$ cat config.mk
export PLATFORM = sky130hd
export DESIGN_NAME = z80_irq_ctrl
export DESIGN_NICKNAME = d
export VERILOG_FILES = /design/src/rtl/z80_irq_pkg.sv /design/src/rtl/z80_irq_sync.sv /design/src/rtl/z80_irq_ctrl.sv
export SDC_FILE = /design/constraint.sdc
export NUM_CORES = 1
export LEC_CHECK = 0
export BUFFER_PORTS_ARGS = -buffer_cell sky130_fd_sc_hd__buf_2
export CAP_MARGIN = 20
export CORE_UTILIZATION = 33
export CTS_CLUSTER_DIAMETER = 60
export CTS_CLUSTER_SIZE = 10
export DETAILED_ROUTE_END_ITERATION = 16
export SYNTH_ARGS = -nofsm -noshare
export SYNTH_HDL_FRONTEND = slang
export SYNTH_SLANG_ARGS = --single-unit
$ cat constraint.sdc
create_clock -name clk -period 1.9 [get_ports clk]
set_clock_uncertainty 0.1 [all_clocks]
set_input_delay 0.475 -clock clk [delete_from_list [all_inputs] [get_ports clk]]
set_output_delay 0.475 -clock clk [all_outputs]
set_load 0.005 [all_outputs]
$ cat src/rtl/z80_irq_pkg.sv
// Shared types and constants for the Z80 interrupt-control stage.
package z80_irq_pkg;

  typedef enum logic [1:0] {
    RUN     = 2'd0,
    ACK_NMI = 2'd1,
    ACK_INT = 2'd2
  } irq_state_t;

  localparam logic [1:0] IM0 = 2'd0;
  localparam logic [1:0] IM1 = 2'd1;
  localparam logic [1:0] IM2 = 2'd2;

  localparam int SYNC_STAGES_DEF = 2;

endpackage

$ cat src/rtl/z80_irq_sync.sv
// Pin synchroniser for nmi_n/int_n plus NMI falling-edge detector.
// All flops reset to 1 (pins idle high) so reset never fakes an edge.
module z80_irq_sync #(
  parameter int STAGES = 2
) (
  input  logic clk,
  input  logic reset,
  input  logic nmi_n,
  input  logic int_n,
  output logic nmi_fall,
  output logic int_sync
);

  logic [STAGES-1:0] nmi_sr;
  logic [STAGES-1:0] int_sr;
  logic              nmi_prev;

  // Shift the pins through the synchroniser chains; remember last synced NMI
  always_ff @(posedge clk or posedge reset) begin
    if (reset) begin
      nmi_sr   <= '1;
      int_sr   <= '1;
      nmi_prev <= 1'b1;
    end else begin
      nmi_sr   <= {nmi_sr[STAGES-2:0], nmi_n};
      int_sr   <= {int_sr[STAGES-2:0], int_n};
      nmi_prev <= nmi_sr[STAGES-1];
    end
  end

  assign nmi_fall = nmi_prev & ~nmi_sr[STAGES-1];
  assign int_sync = int_sr[STAGES-1];

endmodule

$ cat src/rtl/z80_irq_ctrl.sv
// Z80 interrupt control: IFF1/IFF2, interrupt mode, delayed EI, NMI latch
// and acceptance decision at instruction boundaries.
// Optional macro Z80_IRQ_HALT_EN adds a 'halted' input so acceptance is
// evaluated every cycle while the CPU sits in HALT.
module z80_irq_ctrl
  import z80_irq_pkg::*;
#(
  parameter int SYNC_STAGES = SYNC_STAGES_DEF,
  parameter int IM_RESET    = 0
) (
  input  logic       clk,
  input  logic       reset,
  input  logic       insn_done,
  input  logic       insn_ei,
  input  logic       insn_di,
  input  logic       insn_retn,
  input  logic       insn_im,
  input  logic [1:0] im_val,
  input  logic       nmi_n,
  input  logic       int_n,
  input  logic       ack_done,
`ifdef Z80_IRQ_HALT_EN
  input  logic       halted,
`endif
  output logic       take_nmi,
  output logic       take_int,
  output logic       iff1,
  output logic       iff2,
  output logic [1:0] im,
  output logic       ei_pending
);

  irq_state_t state, state_n;
  logic       nmi_latch, nmi_latch_n;
  logic       iff1_n, iff2_n, ei_n;
  logic [1:0] im_n;
  logic       nmi_fall, int_sync;
  logic       upd, eval;

  z80_irq_sync #(.STAGES(SYNC_STAGES)) u_sync (
    .clk      (clk),
    .reset    (reset),
    .nmi_n    (nmi_n),
    .int_n    (int_n),
    .nmi_fall (nmi_fall),
    .int_sync (int_sync)
  );

  // Instruction updates only in RUN; acceptance also while halted if enabled
  assign upd = (state == RUN) & insn_done;
`ifdef Z80_IRQ_HALT_EN
  assign eval = (state == RUN) & (insn_done | halted);
`else
  assign eval = upd;
`endif

  // Next-state: instruction effects first, then acceptance on top of them
  always_comb begin
    state_n     = state;
    iff1_n      = iff1;
    iff2_n      = iff2;
    ei_n        = ei_pending;
    im_n        = im;
    nmi_latch_n = nmi_latch | nmi_fall;

    if (upd) begin
      if (insn_di) begin
        iff1_n = 1'b0;
        iff2_n = 1'b0;
        ei_n   = 1'b0;
      end else if (insn_ei) begin
        ei_n = 1'b1;
      end else if (ei_pending) begin
        // pending enable takes effect; also wins over RETN
        iff1_n = 1'b1;
        iff2_n = 1'b1;
        ei_n   = 1'b0;
      end else if (insn_retn) begin
        iff1_n = iff2;
      end
      if (insn_im && im_val != 2'b11) im_n = im_val;
    end

    if (eval) begin
      if (nmi_latch) begin
        state_n     = ACK_NMI;
        iff2_n      = iff1_n;
        iff1_n      = 1'b0;
        nmi_latch_n = nmi_fall;
      end else if (!int_sync && iff1 && !ei_pending && !ei_n) begin
        // registered ei_pending blocks the boundary after EI, ei_n blocks EI's own
        state_n = ACK_INT;
        iff1_n  = 1'b0;
        iff2_n  = 1'b0;
      end
    end

    if (state != RUN && ack_done) state_n = RUN;
  end

  // State and architectural registers
  always_ff @(posedge clk or posedge reset) begin
    if (reset) begin
      state      <= RUN;
      iff1       <= 1'b0;
      iff2       <= 1'b0;
      ei_pending <= 1'b0;
      im         <= 2'(IM_RESET);
      nmi_latch  <= 1'b0;
    end else begin
      state      <= state_n;
      iff1       <= iff1_n;
      iff2       <= iff2_n;
      ei_pending <= ei_n;
      im         <= im_n;
      nmi_latch  <= nmi_latch_n;
    end
  end

  assign take_nmi = (state == ACK_NMI);
  assign take_int = (state == ACK_INT);

endmodule

==> results of run 1 <==
-- path summary, 6_finish.rpt --
check / from / end / slack, ns / depth (start not counted)
worst max-delay path: state[0]$_DFFE_PP0P_ / take_nmi / 0.34 / 3
worst min-delay path: reset / im[0]$_DFFE_PP0P_ / 0.11 / 2
worst max register to register: state[0]$_DFFE_PP0P_ / state[1]$_DFFE_PP0P_ / 0.59 / 3
worst min register to register: u_sync.nmi_sr[0]$_DFF_PP1_ / u_sync.nmi_sr[1]$_DFF_PP1_ / 0.26 / 0
max in group asynchronous: reset / u_sync.int_sr[1]$_DFF_PP1_ / 1.23 / 2
min in group clk: int_n / u_sync.int_sr[0]$_DFF_PP1_ / 0.20 / 1
-- cell type report --
class | count | area [µm²] | area share [%]
flip-flops and latches | 13 | 332 | 46.9
clock buffers | 4 | 26.3 | 3.72
well taps | 16 | 20.0 | 2.83
multi-input cells | 35 | 209 | 29.6
repair buffers | 18 | 90.1 | 12.7
inverters | 8 | 30.0 | 4.25
-- layer usage --
layer / GRT usage, % / up-vias / part of all wire [%] / wire, µm
li1: - / 233 / - / -
met1: 16.6 / 215 / 50 / 529
met2: 19.1 / 13 / 44 / 470
met3: 2.50 / 2 / 5.3 / 57
met4: 7.50 / 0 / 0.84 / 9
met5: 0 / - / 0 / 0
-- sequential cells by signal, summed over array words and instances, names as in the netlist --
| register | flops |
|---|---|
| ei_pending | 1 |
| state | 2 |
| u_sync.int_sr | 2 |
| iff1 | 1 |
| im | 2 |
| nmi_latch | 1 |
| u_sync.nmi_prev | 1 |
| iff2 | 1 |
| u_sync.nmi_sr | 2 |
-- worst register-to-register path: cells and delay by family, from the launching register on --
kind | cells | cell delay (ns)
DFF | 1 | 0.43
AOI/OAI and AO/OA | 1 | 0.23
and+or+nand+nor | 2 | 0.47
-- placed cells by master, fill, tap and decap left out, drive strengths merged --
cell type,Yosys,final
nor2b,2,2
clkbuf,0,4
o2111ai,1,1
o21ai,4,4
nor3b,1,1
nor2,7,7
o22a,2,2
and4,1,1
a21oi,3,3
buf,0,18
dfstp,5,5
nand3,2,2
o21bai,1,1
o32ai,1,1
inv,8,8
o22ai,1,1
dfrtp,8,8
a31oi,1,1
nor3,2,2
nand2,6,6
-- power groups by stage --
| stage | Sequential (µW) | Combinational [µW] | Clock, µW |
|---|---|---|---|
| floorplan | 369 | 87.6 | 0 |
| global placement | 372 | 153 | 0 |
| detailed placement | 373 | 153 | 0 |
| CTS | 368 | 154 | 177 |
| global route | 376 | 173 | 185 |
| finish | 367 | 153 | 169 |
-- through the flow --
stage	area (µm²)	setup WS (ns)
after floorplan	571	0.672
after global placement	681	0.464
after detailed placement	681	0.465
after CTS	707	0.323
after global routing	707	0.274
final	707	0.337
-- kinds of logic after synthesis --
logic type             after synthesis
AND/OR/NAND/NOR                     21
AO/OA/AOI/OAI                       14
flip-flops                          13
buffers and inverters                8
==> qor.txt, run 1 <==
Post-Syn Nets = 68
I/O pins = 19
Gr usage total = 12.6%
Area contributors post-synth = dfrtp_1, dfstp_2, inv_1
Compound-cell area share of the yosys netlist = 17.1%
Post-route antenna net violation count = 0
Antenna Cells = 0
H-tree depth = 1
CTS sink count = 13
DIE AREA = 0.00190 mm²
Kind of start point of the critical path = flip-flop
Synth Instances = 56
Drt drc = 2
Slowest cell on crit path = dfrtp_1
Worst endpoint required time = 1.32 ns
Synth cell count leaders = dfrtp_1, inv_1, nor2_1, dfstp_2, nand2_1
Critical path type = flip-flop to output pin
Max VDD drop = 0.434 mV
Yosys warns = 0
Top-count cell post-synth = dfrtp_1
Cell Count Post-Placement = 90
Clock tree buffer depth = 2
Setup TNS = 0 ns
Cts bufs inserted = 3
Area Growth Syn to Fin = 23.9%
Crit Path Max Fanout = 3
Initial DRC count = 8
Reg power frac = 53.3%
Mean Syn Cell Area = 10.2 µm²
CTS-repair resized insts = 0
Async SR Flop Fraction = 100%
Number of enable flip-flop cells after synthesis = 0
# Max-Cap Violations = 0
Synth Register Bits = 13
Final Slew Violations = 0
Vias in the first global route = 421
Worst Max-Slew Pin Slew = 0.492 ns
RSZ-0062 raised after global routing = no
# rows = 14
Critical Path End Type = output pin
Die X = 43.6 µm
Routed length per placed instance = 11.3 µm
CTS hold repair buffers = 0
Post-CTS setup buffers = 0
Clock power share = 24.5%
Synth Cell Area = 571 µm²
DRT Wirelength = 1070 µm
Combinational Power Share = 22.2%
Avg Vias per Cell = 4.93
Period minus WS final = 1.56 ns
Achievable Freq = 0.640 GHz
Final setup viols = 0
Largest net degree at the start of global routing = 14
Hpwl dp = 797 µm
Post-synthesis xor/xnor area fraction = 0%
Delay of the slowest critical-path stage = 0.42 ns
Post-synthesis mux area share = 0%
Share of layout cells above drive strength 1 = 38.5%
Fin. Hold Viols = 0
Main combinational cell family by area after synthesis = simple AND/OR/NAND/NOR gates
Core area = 0.00156 mm²
Synth Area in Simple Gates = 19.5%
Final Instance Count excl. Fillers = 94
Die Ht = 43.6 µm
Top cell type's share of synthesized area = 35.1%
Outcome = complete, but fails checks
CTS tree = yes
Input/output buffers = 18
Adder-cell share of the synthesized area = 0%
Critical Path, Cell by Cell = inv_1, nor2_1, buf_2
Critical path's top delay family = flip-flops
Total power = 689 µW
Finished Core Util = 45.3%
Layout fillers = 160
Fin crit share = 82.2%
Dominant synthesized flop cell = dfrtp_1
Lkg Pwr = 0.000346 µW
Root Buffer = clkbuf_4
NumNets Final = 91
P per Cell Area = 974 mW/mm²
Cell accounting for the most synthesized area = dfrtp_1
Switching portion of total power = 30.0%
CTS clk-pin slew, worst paths = 0.08 ns
Via count = 463
CP Data Arrival Time = 0.99 ns
Gr ovfl total = 0
Hold_ws = 0.107 ns
Int Power = 482 µW
Initial Utilization = 36.6%
Clock Latency Late Sink = 0.27 ns
Routability Congestion = 0.840
Hold Crit Class = input port to asynchronous set/reset pin
Cell variety after synth = 21
Pre-Repair DR Iteration Count = 10
Sequential share of the synthesized area = 58.1%
Worst rel slew slack = 67.2%
First-pass GRT wire length = 1750 µm
Buffers plus inverters on the worst setup path = 2
Psw = 207 µW
Failing checks = design-rule violations
Initial antenna violation count = 0
Note: power is estimated with default switching activity, not from simulation.
==> run 2: changes to the inputs <==
clock period = 1.6 ns   (was 1.9 ns; I/O delays follow)
==> run 2 against run 1 <==
Compared with the run above: the run still ends with design-rule violations left; sequential share of layout area is 0.083 points lower; register-to-register slack worse by 0.28 ns; sequential power increased by 19%.
==> qor.txt, run 2 (synthesis gave the netlist of run 1 again) <==
Fin crit share = 93.2%
Worst R2R Path Depth = 3
Largest net degree at the start of global routing = 14
Die Ht = 43.6 µm
CTS sink count = 13
# Max-Cap Violations = 0
Share of layout cells above drive strength 1 = 39.7%
Period minus WS final = 1.49 ns
Drt drc = 1
Kind of start point of the critical path = flip-flop
Area Growth Syn to Fin = 24.1%
Root Buffer = clkbuf_4
Crit Path Max Fanout = 3
P per Cell Area = 1160 mW/mm²
Worst reg-to-reg setup slack = 0.31 ns
Critical Path End Type = output pin
CP Data Arrival Time = 0.99 ns
I/O pins = 19
Cts bufs inserted = 3
Worst Max-Slew Pin Slew = 0.485 ns
Hold Crit Class = input port to asynchronous set/reset pin
Most common cell after layout, fill and taps aside = buf_2
Die X = 43.6 µm
Critical path type = flip-flop to output pin
Initial antenna violation count = 0
Reg-to-reg startpoint = state[1]$_DFFE_PP0P_
Antenna Cells = 0
Outcome = complete, but fails checks
CTS clk-pin slew, worst paths = 0.08 ns
RSZ-0062 raised after global routing = no
Pre-Repair DR Iteration Count = 10
Worst endpoint required time = 1.10 ns
NumNets Final = 91
Clock tree buffer depth = 2
Gr ovfl total = 0
Hpwl dp = 778 µm
Hold_ws = 0.0296 ns
Core area = 0.00156 mm²
Finished Cell Area = 708 µm²
Routability Congestion = 0.837
Layout fillers = 152
First-pass GRT wire length = 1670 µm
Initial Utilization = 36.6%
Commonest cells after routing, fill and taps aside = buf_2, dfrtp_1, nor2_1, inv_1
Vias in the first global route = 404
Post-CTS setup buffers = 0
Initial DRC count = 5
H-tree depth = 1
Fin. Hold Viols = 0
Multi-input gate area = 209 µm²
Max VDD drop = 0.543 mV
CTS tree = yes
Post-route antenna net violation count = 0
CTS hold repair buffers = 0
Clock Latency Late Sink = 0.27 ns
Failing checks = design-rule violations
DIE AREA = 0.00190 mm²
Gr usage total = 12.6%
Input/output buffers = 18
Setup TNS = 0 ns
# rows = 14
Routed length per placed instance = 10.8 µm
Final setup viols = 0
CTS-repair resized insts = 0
Via count = 460
Worst rel slew slack = 67.7%
Worst reg2reg path endpoint = im[0]$_DFFE_PP0P_
Achievable Freq = 0.670 GHz
FF/Latch Area = 332 µm²
Final Slew Violations = 0
Lkg Pwr = 0.000349 µW
Avg Vias per Cell = 4.89
Placed cell area = 681 µm²
DRT Wirelength = 1020 µm
run 2: cell types whose count changed in the layout (fill, tap and decap cells not counted), sizes merged:
cell,previous run,this run
clkbuf,4,3
clkinv,0,1
run 2: metal layers:
metal | global-route usage (%) | vias up | part of all wire [%]
met5 | 0 | - | 0
met4 | 7.50 | 0 | 0.88
met3 | 6.25 | 2 | 6.7
met2 | 19.4 | 16 | 45
met1 | 13.9 | 208 | 47
li1 | - | 234 | -
run 2: how the worst max path moves through the flow:
stage / start / to / slack (ns) / depth (start not counted)
floorplan: ei_pending$_DFF_PP0_ / iff1$_DFF_PP0_ / 0.40 / 4
finish: state[0]$_DFFE_PP0P_ / take_nmi / 0.11 / 3
CTS: state[0]$_DFFE_PP0P_ / take_nmi / 0.09 / 3
global placement: insn_ei / iff1$_DFF_PP0_ / 0.24 / 5
detailed placement: insn_ei / iff1$_DFF_PP0_ / 0.26 / 5
global route: state[0]$_DFFE_PP0P_ / take_nmi / 0.05 / 3
run 2: metrics by stage:
| stage | cells | power (µW) | utilization (%) | setup slack, ns |
|---|---|---|---|---|
| after floorplan | 56 | 542 | - | 0.397 |
| after global placement | 90 | 623 | 43.7 | 0.240 |
| after detailed placement | 90 | 624 | 43.7 | 0.258 |
| after CTS | 94 | 834 | 45.4 | 0.0947 |
| after global routing | 94 | 880 | 45.4 | 0.0537 |
| final | 94 | 818 | 45.4 | 0.108 |
run 2: where the power goes:
part	switching, µW	leakage [µW]	internal, µW	total, µW
logic	90.6	0.000177	90.1	181
registers	49.9	0.000154	386	435
clock network	109	0.0000177	92.6	202
run 2: cell type report:
type	count	area share (%)
clock inverters	1	0.707
repair buffers	18	12.7
clock buffers	3	3.18
multi-input cells	35	29.5
flip-flops and latches	13	46.8
inverters	8	4.24
well taps	16	2.83
run 2: critical path, cell delays in order (launching register included):
cell,delay [ns]
dfrtp_1,0.42
inv_1,0.09
nor2_1,0.10
buf_2,0.12
==> run 3: changes to the inputs <==
--- a/config.mk
+++ b/config.mk
@@ -6,4 +6,5 @@
 export NUM_CORES = 1
 export LEC_CHECK = 0
+export ABC_AREA = 1
 export BUFFER_PORTS_ARGS = -buffer_cell sky130_fd_sc_hd__buf_2
 export CAP_MARGIN = 20
@@ -12,4 +13,5 @@
 export CTS_CLUSTER_SIZE = 10
 export DETAILED_ROUTE_END_ITERATION = 16
+export MAX_ROUTING_LAYER = met4
 export SYNTH_ARGS = -nofsm -noshare
 export SYNTH_HDL_FRONTEND = slang
==> constraint.sdc (replaced) <==
create_clock -name clk -period 1.6 [get_ports clk]
set_clock_uncertainty 0.1 [all_clocks]
set_input_delay 0.32 -clock clk [delete_from_list [all_inputs] [get_ports clk]]
set_output_delay 0.32 -clock clk [all_outputs]
set_load 0.005 [all_outputs]
==> run 3 against run 2 <==
Compared with the run above: the run still ends with design-rule violations left; via count is 4.6% higher; final area is 1.9% higher; power is 28% higher; combinational power is 97% higher; clock power hardly changed; synthesized cell count is 14% higher; die area is 0.83% higher; clock-buffer cell count is 1 higher; routed wire length is 3.9% higher; area after synthesis is 0.88% higher; critical endpoint is now take_int.
==> qor.txt, run 3 <==
DRT Wirelength = 1060 µm
Dominant synthesized flop cell = dfrtp_1
Share of layout cells above drive strength 1 = 37.9%
Final Instance Count excl. Fillers = 103
Gr usage total = 13.4%
Number of enable flip-flop cells after synthesis = 0
Outcome = complete, but fails checks
Pre-Repair DR Iteration Count = 9
Top cell type's share of synthesized area = 34.8%
Mean Syn Cell Area = 8.99 µm²
Yosys warns = 0
Final Slew Violations = 0
Delay of the slowest critical-path stage = 0.42 ns
Fin crit share = 85.6%
Async SR Flop Fraction = 100%
Initial antenna violation count = 0
Worst endpoint required time = 1.18 ns
CTS clk-pin slew, worst paths = 0.08 ns
Largest net degree at the start of global routing = 14
Achievable Freq = 0.730 GHz
Crit Path Max Fanout = 3
Max VDD drop = 0.777 mV
Worst Max-Slew Pin Slew = 0.482 ns
Hpwl dp = 798 µm
Antenna Cells = 0
Avg Vias per Cell = 4.67
CTS tree = yes
Sequential share of the synthesized area = 57.6%
Gr ovfl total = 0
Drt drc = 2
H-tree depth = 1
Synth Register Bits = 13
Slowest cell on crit path = dfrtp_1
# rows = 14
DIE AREA = 0.00191 mm²
Synth cell count leaders = nand2_1, inv_1, dfrtp_1, dfstp_2, nor2_1
Failing checks = design-rule violations
Fin. Hold Viols = 0
Clock tree buffer depth = 2
# Max-Cap Violations = 0
Initial Utilization = 36.9%
Critical path type = flip-flop to output pin
Initial DRC count = 6
CTS-repair resized insts = 0
Hold_ws = 0.0322 ns
Lkg Pwr = 0.000398 µW
P per Cell Area = 1450 mW/mm²
Routability Congestion = 0.714
Vias in the first global route = 429
Cell accounting for the most synthesized area = dfrtp_1
Synth Cell Area = 576 µm²
Buffers plus inverters on the worst setup path = 2
CP Data Arrival Time = 0.95 ns
First-pass GRT wire length = 1750 µm
Root Buffer = clkbuf_4
Core area = 0.00156 mm²
Final setup viols = 0
RSZ-0062 raised after global routing = no
Kind of start point of the critical path = flip-flop
Most common cell after layout, fill and taps aside = buf_2
Top-count cell post-synth = nand2_1
Worst rel slew slack = 67.8%
Area contributors post-synth = dfrtp_1, dfstp_2, nand2_1
CTS sink count = 13
Cell Count Post-Placement = 98
Cts bufs inserted = 3
Critical Path, Cell by Cell = inv_1, nor2_1, buf_2
Critical path's top delay family = flip-flops
Hold Crit Class = input port to flip-flop
I/O pins = 19
Critical Path End Type = output pin
Period minus WS final = 1.37 ns
Post-Syn Nets = 76
Cell variety after synth = 17
NumNets Final = 100
Setup TNS = 0 ns
Commonest cells after routing, fill and taps aside = buf_2, nand2_1, inv_1, dfrtp_1
Via count = 481
Die X = 43.8 µm
Post-route antenna net violation count = 0
Input/output buffers = 18
Synth Instances = 64
Finished Core Util = 46.3%
Area Growth Syn to Fin = 25.4%
Die Ht = 43.8 µm
Clock Latency Late Sink = 0.28 ns
Routed length per placed instance = 10.3 µm
run 3: routing by layer:
| layer | vias to the layer above | part of all wire (%) | GRT usage, % |
|---|---|---|---|
| met4 | 0 | 3.5 | 9.38 |
| met3 | 4 | 4.6 | 4.17 |
| met5 | - | 0 | - |
| met1 | 219 | 45 | 16.1 |
| met2 | 12 | 46 | 18.8 |
| li1 | 246 | - | - |
run 3: what timing repair did:
item	4_1_cts	5_1_grt
setup endpoints to repair	0	0
setup buffers	0	0
hold buffers	1	0
endpoints found under the hold margin	8	0
run 3: worst paths after layout:
kind / from / end / slack (ns) / cells after the start
setup / recovery: state[1]$_DFFE_PP0P_ / take_int / 0.23 / 3
hold / removal: nmi_n / u_sync.nmi_sr[0]$_DFF_PP1_ / 0.03 / 1
setup reg to reg: state[0]$_DFFE_PP0P_ / im[0]$_DFFE_PP0P_ / 0.35 / 6
hold reg to reg: u_sync.nmi_sr[0]$_DFF_PP1_ / u_sync.nmi_sr[1]$_DFF_PP1_ / 0.26 / 0
max in group asynchronous: reset / u_sync.nmi_prev$_DFF_PP1_ / 0.56 / 3
min in group asynchronous: reset / iff2$_DFF_PP0_ / 0.49 / 3
run 3: kinds of logic after synthesis:
group / count (synthesis) / share of synthesized area, %
simple gates: 31 / 25.2
flops: 13 / 57.6
compound gates: 8 / 9.35
buf+inv: 12 / 7.83
run 3: stage by stage:
step                setup WS (ns)  total power, µW  cell area (µm²)
CTS                         0.213             1060              722
global route                0.147             1140              722
finish                      0.231             1050              722
global placement            0.393              842              686
detailed placement          0.360              851              686
floorplan                   0.448              721              576
run 3: area by class of cell:
type,count,area [µm²]
Sequential cell,13,332
Fill cell,157,837
Inverter,12,45.0
Clock buffer,4,26.3
Tap cell,16,20.0
Multi-Input combinational cell,39,199
Timing Repair Buffer,19,100
run 3: power breakdown:
part | leakage (µW) | switching (µW) | total [µW] | internal (µW)
Sequential | 0.000156 | 70.3 | 487 | 416
Clock | 0.0000150 | 108 | 204 | 96.7
Combinational | 0.000227 | 202 | 357 | 155
